--- config.mk ---
export PLATFORM = sky130hd
export DESIGN_NAME = eel_fetch
export DESIGN_NICKNAME = d
export VERILOG_FILES = /design/src/rtl/eel_fetch_pkg.sv /design/src/rtl/eel_fetch_buf.sv /design/src/rtl/eel_fetch.sv
export SDC_FILE = /design/constraint.sdc
export NUM_CORES = 1
export LEC_CHECK = 0
export ABC_CLOCK_PERIOD_IN_PS = 10300
export BUFFER_PORTS_ARGS = -buffer_cell sky130_fd_sc_hd__buf_4
export CAP_MARGIN = 20
export CORE_AREA = 2 2 187 189
export DETAILED_ROUTE_END_ITERATION = 12
export DIE_AREA = 0 0 189 191
export PLACE_DENSITY = 0.46
export SKIP_CTS_REPAIR_TIMING = 1
export SYNTH_ARGS = -nofsm -noshare
export SYNTH_HDL_FRONTEND = slang
export SYNTH_SLANG_ARGS = --single-unit
--- constraint.sdc ---
create_clock -name CLK -period 10.3 [get_ports CLK]
set_input_delay 1.03 -clock CLK [delete_from_list [all_inputs] [get_ports CLK]]
set_output_delay 1.03 -clock CLK [all_outputs]
set_load 0.05 [all_outputs]
--- src/rtl/eel_fetch_pkg.sv ---
// Shared types and defaults for the EEL fetch stage.
// Holds no logic; the fetch entry pairs a PC with the instruction word fetched from it.
package eel_fetch_pkg;

  localparam int XLEN    = 32;
  localparam int INSTR_W = 32;

  localparam logic [XLEN-1:0] RESET_PC_DEFAULT = 32'h0000_0000;

  typedef struct packed {
    logic [XLEN-1:0]    pc;
    logic [INSTR_W-1:0] instr;
  } fetch_entry_t;

endpackage

--- src/rtl/eel_fetch_buf.sv ---
// Two-entry fetch output FIFO, head registered (push visible next cycle), flush clears all entries.
// Push into a full buffer is dropped; the fetch controller never issues far enough ahead for that to happen.
module eel_fetch_buf
  import eel_fetch_pkg::*;
(
  input  logic         clk_i,
  input  logic         rst_i,
  input  logic         flush_i,
  input  logic         push_i,
  input  fetch_entry_t push_dat_i,
  input  logic         pop_i,
  output logic         head_vld_o,
  output fetch_entry_t head_dat_o,
  output logic [1:0]   occ_o
);

  logic [1:0]   occ_q, occ_d;
  fetch_entry_t ent0_q, ent0_d;
  fetch_entry_t ent1_q, ent1_d;
  logic         do_pop;

  assign do_pop = pop_i & (occ_q != 2'd0);

  // ent0 is always the head; a pop shifts ent1 down so order is preserved
  always_comb begin
    occ_d  = occ_q;
    ent0_d = ent0_q;
    ent1_d = ent1_q;
    if (flush_i) begin
      occ_d = 2'd0;
    end else begin
      case ({push_i, do_pop})
        2'b01: begin
          ent0_d = ent1_q;
          occ_d  = occ_q - 2'd1;
        end
        2'b10: begin
          if (occ_q == 2'd0) begin
            ent0_d = push_dat_i;
            occ_d  = 2'd1;
          end else if (occ_q == 2'd1) begin
            ent1_d = push_dat_i;
            occ_d  = 2'd2;
          end
        end
        2'b11: begin
          if (occ_q == 2'd1) begin
            ent0_d = push_dat_i;
          end else begin
            ent0_d = ent1_q;
            ent1_d = push_dat_i;
          end
        end
        default: ;
      endcase
    end
  end

  always_ff @(posedge clk_i) begin
    if (rst_i) begin
      occ_q <= 2'd0;
    end else begin
      occ_q <= occ_d;
    end
    ent0_q <= ent0_d;
    ent1_q <= ent1_d;
  end

  assign head_vld_o = (occ_q != 2'd0);
  assign head_dat_o = ent0_q;
  assign occ_o      = occ_q;

endmodule

--- src/rtl/eel_fetch.sv ---
// EEL fetch: PC register, IMEM issue (word reaches IF two cycles after issue) and 2-entry output buffer.
// Issue is throttled so stalled decode never overflows the buffer; EEL_FETCH_PERF_EN adds pop/stall counters.
module eel_fetch
  import eel_fetch_pkg::*;
#(
  parameter int              ADDR_DEPTH = 14,
  parameter logic [XLEN-1:0] RESET_PC   = RESET_PC_DEFAULT
) (
  input  logic                  CLK,
  input  logic                  RST,
  input  logic                  REDIRECT_VALID,
  input  logic [XLEN-1:0]       REDIRECT_PC,
  output logic                  IMEM_RDEN,
  output logic [ADDR_DEPTH-1:0] IMEM_ADDR,
  input  logic [INSTR_W-1:0]    IMEM_DATA,
  output logic                  IF_VALID,
  output logic [XLEN-1:0]       IF_PC,
  output logic [INSTR_W-1:0]    IF_INSTR,
  input  logic                  DEC_READY
`ifdef EEL_FETCH_PERF_EN
  ,
  output logic [31:0]           PERF_FETCHED,
  output logic [31:0]           PERF_STALL
`endif
);

  logic [XLEN-1:0] pc_q, pc_d;
  logic [XLEN-1:0] rsp_pc_q, rsp_pc_d;
  logic            rsp_v_q, rsp_v_d;
  logic            pop;
  logic            issue;
  logic [1:0]      occ;
  logic [2:0]      fill;
  fetch_entry_t    head;
  fetch_entry_t    push_dat;

  assign pop = IF_VALID & DEC_READY;

  // Entries the buffer will hold once the word in flight lands; only issue if one slot stays free
  assign fill  = {1'b0, occ} + {2'b00, rsp_v_q} - {2'b00, pop};
  assign issue = !RST && !REDIRECT_VALID && (fill <= 3'd1);

  assign IMEM_RDEN = issue;
  assign IMEM_ADDR = pc_q[ADDR_DEPTH+1:2];

  always_comb begin
    pc_d     = pc_q;
    rsp_pc_d = rsp_pc_q;
    rsp_v_d  = issue;
    if (REDIRECT_VALID) begin
      pc_d = REDIRECT_PC & 32'hFFFF_FFFC;
    end else if (issue) begin
      pc_d     = pc_q + 32'd4;
      rsp_pc_d = pc_q;
    end
  end

  always_ff @(posedge CLK) begin
    if (RST) begin
      pc_q     <= RESET_PC;
      rsp_pc_q <= RESET_PC;
      rsp_v_q  <= 1'b0;
    end else begin
      pc_q     <= pc_d;
      rsp_pc_q <= rsp_pc_d;
      rsp_v_q  <= rsp_v_d;
    end
  end

  assign push_dat = '{pc: rsp_pc_q, instr: IMEM_DATA};

  eel_fetch_buf u_buf (
    .clk_i      (CLK),
    .rst_i      (RST),
    .flush_i    (REDIRECT_VALID),
    .push_i     (rsp_v_q),
    .push_dat_i (push_dat),
    .pop_i      (pop),
    .head_vld_o (IF_VALID),
    .head_dat_o (head),
    .occ_o      (occ)
  );

  assign IF_PC    = head.pc;
  assign IF_INSTR = head.instr;

`ifdef EEL_FETCH_PERF_EN
  logic [31:0] perf_fetched_q;
  logic [31:0] perf_stall_q;

  always_ff @(posedge CLK) begin
    if (RST) begin
      perf_fetched_q <= 32'd0;
      perf_stall_q   <= 32'd0;
    end else begin
      perf_fetched_q <= perf_fetched_q + {31'd0, pop};
      perf_stall_q   <= perf_stall_q + {31'd0, IF_VALID & !DEC_READY};
    end
  end

  assign PERF_FETCHED = perf_fetched_q;
  assign PERF_STALL   = perf_stall_q;
`endif

endmodule

==> out/summary.txt, run 1 <==
Number of H-tree levels -> 4
Die width -> 189 um
Starting Density -> 0.256
Number of flops mapped to enable cells by yosys -> 128
Max-cap viol count -> 0
Fin Setup TNS -> 0 ps
Number of remaining DRC errors -> 0
Die boundary height -> 191 um
Worst skew pair latency -> 440 ps
Final ANT Viol Nets -> 0
Crit-path max cell delay -> 460 ps
Routed vias -> 6082
Yosys cell types -> 48
Layout Skew -> 18.4 ps
Post-DR wirelength/cell -> 17.4 um
Crit path buf inv count -> 8
Mean post-synth cell area -> 11.7 um^2
Core area -> 34100 um^2
CP required -> 9270 ps
Initial DRC Count -> 424
Seq/Total Area, Yosys -> 0.584
IO buf count -> 145
Slew margin rel. -> 0.318
Area grow syn2layout -> 23.7%
Most frequent cells in the layout -> buf_4 (155), nand2_1 (134), edfxtp_1 (128)
Synth Register Bits -> 191
RSZ-0062 raised after global routing -> false
Outcome -> completed
Crit-path cells -> inv_1 > ha_1 > inv_1 > nand2_1 > inv_1 > ha_1 > inv_1 > ha_1 > inv_1 > fa_1 > xnor2_2 > nand3_1 > inv_1 > buf_4 > buf_4
Global Route Usage Sum -> 0.130
Root Buffer -> clkbuf_16
Hpwl dp -> 14.8 mm
# setup viols final -> 0
Nets -> 936
Synthesized cell area -> 8750 um^2
Critical path arrival -> 3810 ps
Final WL -> 23.1 mm
Number of fill cells in the layout -> 3483
Initial antenna violation count -> 0
Crit-path max FO -> 33
Design area -> 10800 um^2
Final Cycle Share -> 0.470
Area of the die -> 36100 um^2
Fin worst setup slack -> 5460 ps
Io pins -> 148
Commonest register cell after synthesis -> edfxtp_1
Commonest non-fill, non-tap cell in the layout -> buf_4
Syn_nets -> 825
Grt total ovfl -> 0
Largest net degree at the start of global routing -> 65
Longest Clk Path Bufs -> 2
Max Clk Rate -> 0.207 GHz
Clock buffer count from CTS -> 17
CP endpoint kind -> output pin
Sink Count -> 191
Dpl ws -> 5650 ps
ANT cells -> 0
Share of layout cells above drive strength 1 -> 0.323
Hold/Removal Path Class -> reg2reg
Num rows -> 68
Cell Pwr Density -> 178 nW/um^2
CP top delay family -> buffers and inverters
Worst-path clk slew -> 80 ps
Vias per cell -> 4.58
Slowest-stage cell, CP -> dfxtp_1
Ys Warns -> 0
Critical path start-end classification -> reg2out
Leakage -> 0.00386 uW
Drt first pass iters -> 5
Peak supply drop -> 112 uV
Vias in the first global route -> 6110
CTS tree -> done
Fin. Hold Viols -> 0
First-pass GRT wire length -> 36.2 mm
Startpoint types -> flip-flop
Worst path most repeated cell -> inv_1
Slew @ Worst Pin -> 1020 ps
Post-synthesis async set-or-reset flop share -> 0
Gp weighted congestion -> 0.711
Tmin final -> 4840 ps
Post-Synthesis Cells -> 749
Max-slew violation count -> 0
Post-Place Cell Area -> 10200 um^2
==> state kept, by name, indices dropped and copies added (netlist names) <==
name	flops
pc_q	30
rsp_pc_q	30
rsp_v_q	1
u_buf.ent1_q	64
u_buf.head_dat_o	64
u_buf.occ_o	2
==> per-layer routing <==
| metal | track usage | vias to the layer above | wire length, um |
|---|---|---|---|
| met5 | 0 | - | 0 |
| met3 | 0.0290 | 8 | 1210 |
| li1 | - | 2978 | - |
| met2 | 0.193 | 165 | 10100 |
| met4 | 0.0379 | 0 | 134 |
| met1 | 0.188 | 2931 | 11700 |
==> area by class of cell <==
type	count	area, um^2	share of cell area
flip-flops and latches	191	5100	0.472
inverters	15	56.3	0.00520
clock buffers	19	464	0.0429
well taps	455	569	0.0526
multi-input cells	480	3330	0.307
clock inverters	13	135	0.0125
repair buffers	155	1160	0.108
==> power breakdown <==
group	total [uW]	switching, uW	internal [uW]
Sequential	894	27.9	867
Combinational	347	226	120
Clock	685	321	364
==> worst paths after layout <==
check	startpoint	cells past startpoint	end	slack [ps]
hold / removal	rsp_pc_q[26]$_SDFFE_PP0P_	2	rsp_pc_q[26]$_SDFFE_PP0P_	470
setup reg to reg	u_buf.occ_o[1]$_SDFFE_PP0P_	16	pc_q[17]$_SDFFE_PP0P_	6320
setup / recovery	u_buf.occ_o[1]$_SDFFE_PP0P_	15	IMEM_RDEN	5460
hold reg to reg	rsp_pc_q[26]$_SDFFE_PP0P_	2	rsp_pc_q[26]$_SDFFE_PP0P_	470
==> logic make-up after synthesis <==
logic type | after synthesis | share of synthesized area
flops | 191 | 0.584
fa+ha+maj | 8 | 0.0123
mux | 87 | 0.112
compound gates | 138 | 0.111
xor+xnor | 23 | 0.0239
buf+inv | 78 | 0.0403
simple gates | 224 | 0.118
==> worst reg2reg max path: cells and delay by family (launching register included) <==
kind,cells,cell delay (ps)
adders and majority gates,4,1010
and+or+nand+nor,4,1050
DFF,1,460
xor gates and xnor gates,1,460
buffers and inverters,6,760
AOI/OAI and AO/OA,1,160
==> synthesized netlist by cell type, types with 7 or more instances <==
cell type / instances / area [um^2]
nor4_1: 10 / 62.6
a211oi_1: 11 / 82.6
nand3_1: 11 / 55.1
buf_1: 8 / 30.0
dfxtp_1: 63 / 1260
inv_1: 15 / 56.3
ha_1: 7 / 87.6
nor2_1: 18 / 67.6
xnor2_1: 18 / 158
and2_1: 9 / 56.3
a22oi_1: 22 / 165
nor3_1: 8 / 40.0
clkbuf_1: 40 / 150
edfxtp_1: 128 / 3840
mux2_2: 84 / 946
nand4_1: 11 / 68.8
a21oi_1: 45 / 225
buf_4: 14 / 105
nand2_1: 134 / 503
a22o_1: 40 / 350
==> per-stage QoR <==
step                      hold slack [ps]  cells   util  power (uW)
after global placement                461   1296  0.300        1260
after detailed placement              461   1296  0.300        1260
after CTS                             472   1328  0.317        1960
final                                 471   1328  0.317        1930
after floorplan                       444    749      -        1150
after global routing                  512   1328  0.317        2010
(Power assumes the default switching activity.)
==> run 2: changes to the inputs <==
- ABC_CLOCK_PERIOD_IN_PS: 10300 -> 4380
- PLACE_DENSITY: 0.46 -> 0.47
- clock period: 10.3 -> 4.38 ns (I/O delays scaled with it)
==> run 2 against run 1 <==
Against the previous run:
- clock skew hardly changed
- via count is 0.59% lower
- global-route usage is 0.23 points lower
- register-to-register slack worse by 5600 ps
- design area is 0.61% higher
- die area stayed put
- sequential cell count stayed put
- core utilization is 0.19 points higher
- total power is 140% higher
- routed wire length is 1.9% lower
- clock power is 140% higher
- final cell count is 0.30% higher
- critical path type unchanged
- largest cell class unchanged
==> out/summary.txt, run 2 (synthesis gave the netlist of run 1 again) <==
Outcome -> completed (unchanged)
Crit-path max cell delay -> 700 ps (was 460 ps)
Fin Setup TNS -> 0 ps (unchanged)
Commonest non-fill, non-tap cell in the layout -> buf_4 (unchanged)
Hold path cells -> 3 (was 2)
Vias per cell -> 4.54 (was 4.58)
First-pass GRT wire length -> 35.2 mm (was 36.2 mm)
Fin. Hold Viols -> 0 (unchanged)
Design area -> 10900 um^2 (was 10800 um^2)
Slowest-stage cell, CP -> fa_1 (was dfxtp_1)
Critical path arrival -> 3580 ps (was 3810 ps)
Area of the die -> 36100 um^2 (unchanged)
Number of fill cells in the layout -> 3493 (was 3483)
CP startpoint -> u_buf.occ_o[1]$_SDFFE_PP0P_ (unchanged)
Startpoint types -> flip-flop (unchanged)
Crit path buf inv count -> 7 (was 8)
Min-delay src -> REDIRECT_PC[8] (was rsp_pc_q[26]$_SDFFE_PP0P_)
Starting Density -> 0.256 (unchanged)
Worst hold endpoint -> pc_q[8]$_SDFFE_PP0P_ (was rsp_pc_q[26]$_SDFFE_PP0P_)
IO buf count -> 145 (unchanged)
Share of layout cells above drive strength 1 -> 0.326 (was 0.323)
Crit-path cells -> inv_1 > ha_1 > inv_1 > nand2_1 > inv_1 > ha_1 > inv_1 > ha_1 > inv_1 > fa_1 > nand3_1 > inv_1 > buf_4 (was inv_1 > ha_1 > inv_1 > nand2_1 > inv_1 > ha_1 > inv_1 > ha_1 > inv_1 > fa_1 > xnor2_2 > nand3_1 > inv_1 > buf_4 > buf_4)
Hpwl dp -> 14.9 mm (was 14.8 mm)
Crit-path max FO -> 10 (was 33)
Global Route Usage Sum -> 0.128 (was 0.130)
Cell Pwr Density -> 417 nW/um^2 (was 178 nW/um^2)
Most frequent cells in the layout -> buf_4 (157), nand2_1 (134), edfxtp_1 (128) (was buf_4 (155), nand2_1 (134), edfxtp_1 (128))
Worst path most repeated cell -> inv_1 (unchanged)
Worst-path clk slew -> 80 ps (about the same)
Max Clk Rate -> 0.249 GHz
Flop2flop setup slack -> 690 ps (was 6320 ps)
Hold/Removal Path Class -> in2reg (was reg2reg)
Layout Skew -> 18.6 ps (was 18.4 ps)
Reg-to-Reg End -> pc_q[17]$_SDFFE_PP0P_ (unchanged)
Post-Place Cell Area -> 10300 um^2 (was 10200 um^2)
Worst skew pair latency -> 450 ps (was 440 ps)
Sink Count -> 191 (unchanged)
Largest net degree at the start of global routing -> 65 (unchanged)
Drt first pass iters -> 4 (was 5)
Post-DR wirelength/cell -> 17.0 um (was 17.4 um)
Worst r2r path cells -> 14 (was 16)
Initial antenna violation count -> 0 (unchanged)
Peak supply drop -> 282 uV (was 112 uV)
# setup viols final -> 0 (unchanged)
Max-slew violation count -> 0 (unchanged)
ANT cells -> 0 (unchanged)
Number of remaining DRC errors -> 0 (unchanged)
Vias in the first global route -> 5945 (was 6110)
Register area -> 5100 um^2 (unchanged)
Initial DRC Count -> 334 (was 424)
Max-cap viol count -> 0 (unchanged)
CTS tree -> done (unchanged)
Final WL -> 22.7 mm (was 23.1 mm)
Nets -> 940 (was 936)
Total design power -> 4540 uW (was 1930 uW)
Final ANT Viol Nets -> 0 (unchanged)
Root Buffer -> clkbuf_16 (unchanged)
Leakage -> 0.00389 uW (was 0.00386 uW)
Gp weighted congestion -> 0.765 (was 0.711)
Slew margin rel. -> 0.337 (was 0.318)
Routed vias -> 6046 (was 6082)
Final Cycle Share -> 0.916
CP endpoint kind -> output pin (unchanged)
CP required -> 3940 ps (was 9270 ps)
Critical path start-end classification -> reg2out (unchanged)
Die width -> 189 um (unchanged)
Io pins -> 148 (unchanged)
Longest Clk Path Bufs -> 2 (unchanged)
Die boundary height -> 191 um (unchanged)
Slew @ Worst Pin -> 986 ps (was 1020 ps)
Clock buffer count from CTS -> 17 (unchanged)
Core area -> 34100 um^2 (unchanged)
Num rows -> 68 (unchanged)
Multi-input gate area -> 3330 um^2 (unchanged)
Area grow syn2layout -> 24.4% (was 23.7%)
Reg-to-Reg Start -> u_buf.occ_o[1]$_SDFFE_PP0P_ (unchanged)
Grt total ovfl -> 0 (unchanged)
RSZ-0062 raised after global routing -> false (unchanged)
Number of H-tree levels -> 4 (unchanged)
Tmin final -> 4010 ps
CP top delay family -> adder cells (was buffers and inverters)
-- run 2: cell count changes in the layout (fill, tap and decap cells not counted), sizes merged --
| cell | previous run | this run |
|---|---|---|
| buf | 155 | 159 |
| bufinv | 1 | 0 |
| clkinv | 4 | 5 |
| clkinvlp | 0 | 1 |
| inv | 23 | 22 |
-- run 2: power by group --
| group | switching, uW | total (uW) | internal [uW] |
|---|---|---|---|
| Clock | 781 | 1610 | 828 |
| Sequential | 65.8 | 2100 | 2040 |
| Combinational | 535 | 832 | 296 |
-- run 2: routing by layer --
metal  GRT usage  wire length [um]  vias to the layer above
met2       0.187              9640                      155
met5           0                 0                        -
met3      0.0272              1130                        9
met1       0.187             11700                     2899
li1            -                 -                     2983
met4      0.0379               144                        0
-- run 2: area by class of cell --
| type | count | share of cell area |
|---|---|---|
| sequential | 191 | 0.469 |
| multi-input combinational | 480 | 0.306 |
| clock inverter | 13 | 0.0124 |
| clock buffer | 19 | 0.0437 |
| tap | 455 | 0.0523 |
| timing repair buffer | 159 | 0.112 |
| inverter | 15 | 0.00517 |
-- run 2: through the flow --
stage | std cells | hold WS, ps | util | setup slack (ps)
6_report | 1332 | 240 | 0.319 | 367
3_3_place_gp | 1300 | 462 | 0.301 | 736
2_1_floorplan | 749 | 444 | - | 461
3_5_place_dp | 1300 | 467 | 0.301 | 693
4_1_cts | 1332 | 213 | 0.319 | 311
5_1_grt | 1332 | 232 | 0.319 | 80.4
-- run 2: worst register-to-register path, stage by stage (launching register included) --
cell     delay, ps
dfxtp_1        440
inv_1          100
ha_1           230
inv_1          130
nand2_1        150
inv_1          110
ha_1           220
inv_1           50
ha_1           120
inv_1           50
fa_1           700
nand3_1        390
or3_1          490
or3_1          310
a31oi_1        150
-- run 2: worst max-delay path by stage --
stage	endpoint	slack (ps)	depth (start not counted)
after floorplan	IMEM_RDEN	460	14
after global placement	pc_q[17]$_SDFFE_PP0P_	740	14
after detailed placement	pc_q[17]$_SDFFE_PP0P_	690	14
after CTS	IMEM_RDEN	310	13
after global routing	IMEM_RDEN	80	13
final	IMEM_RDEN	370	13
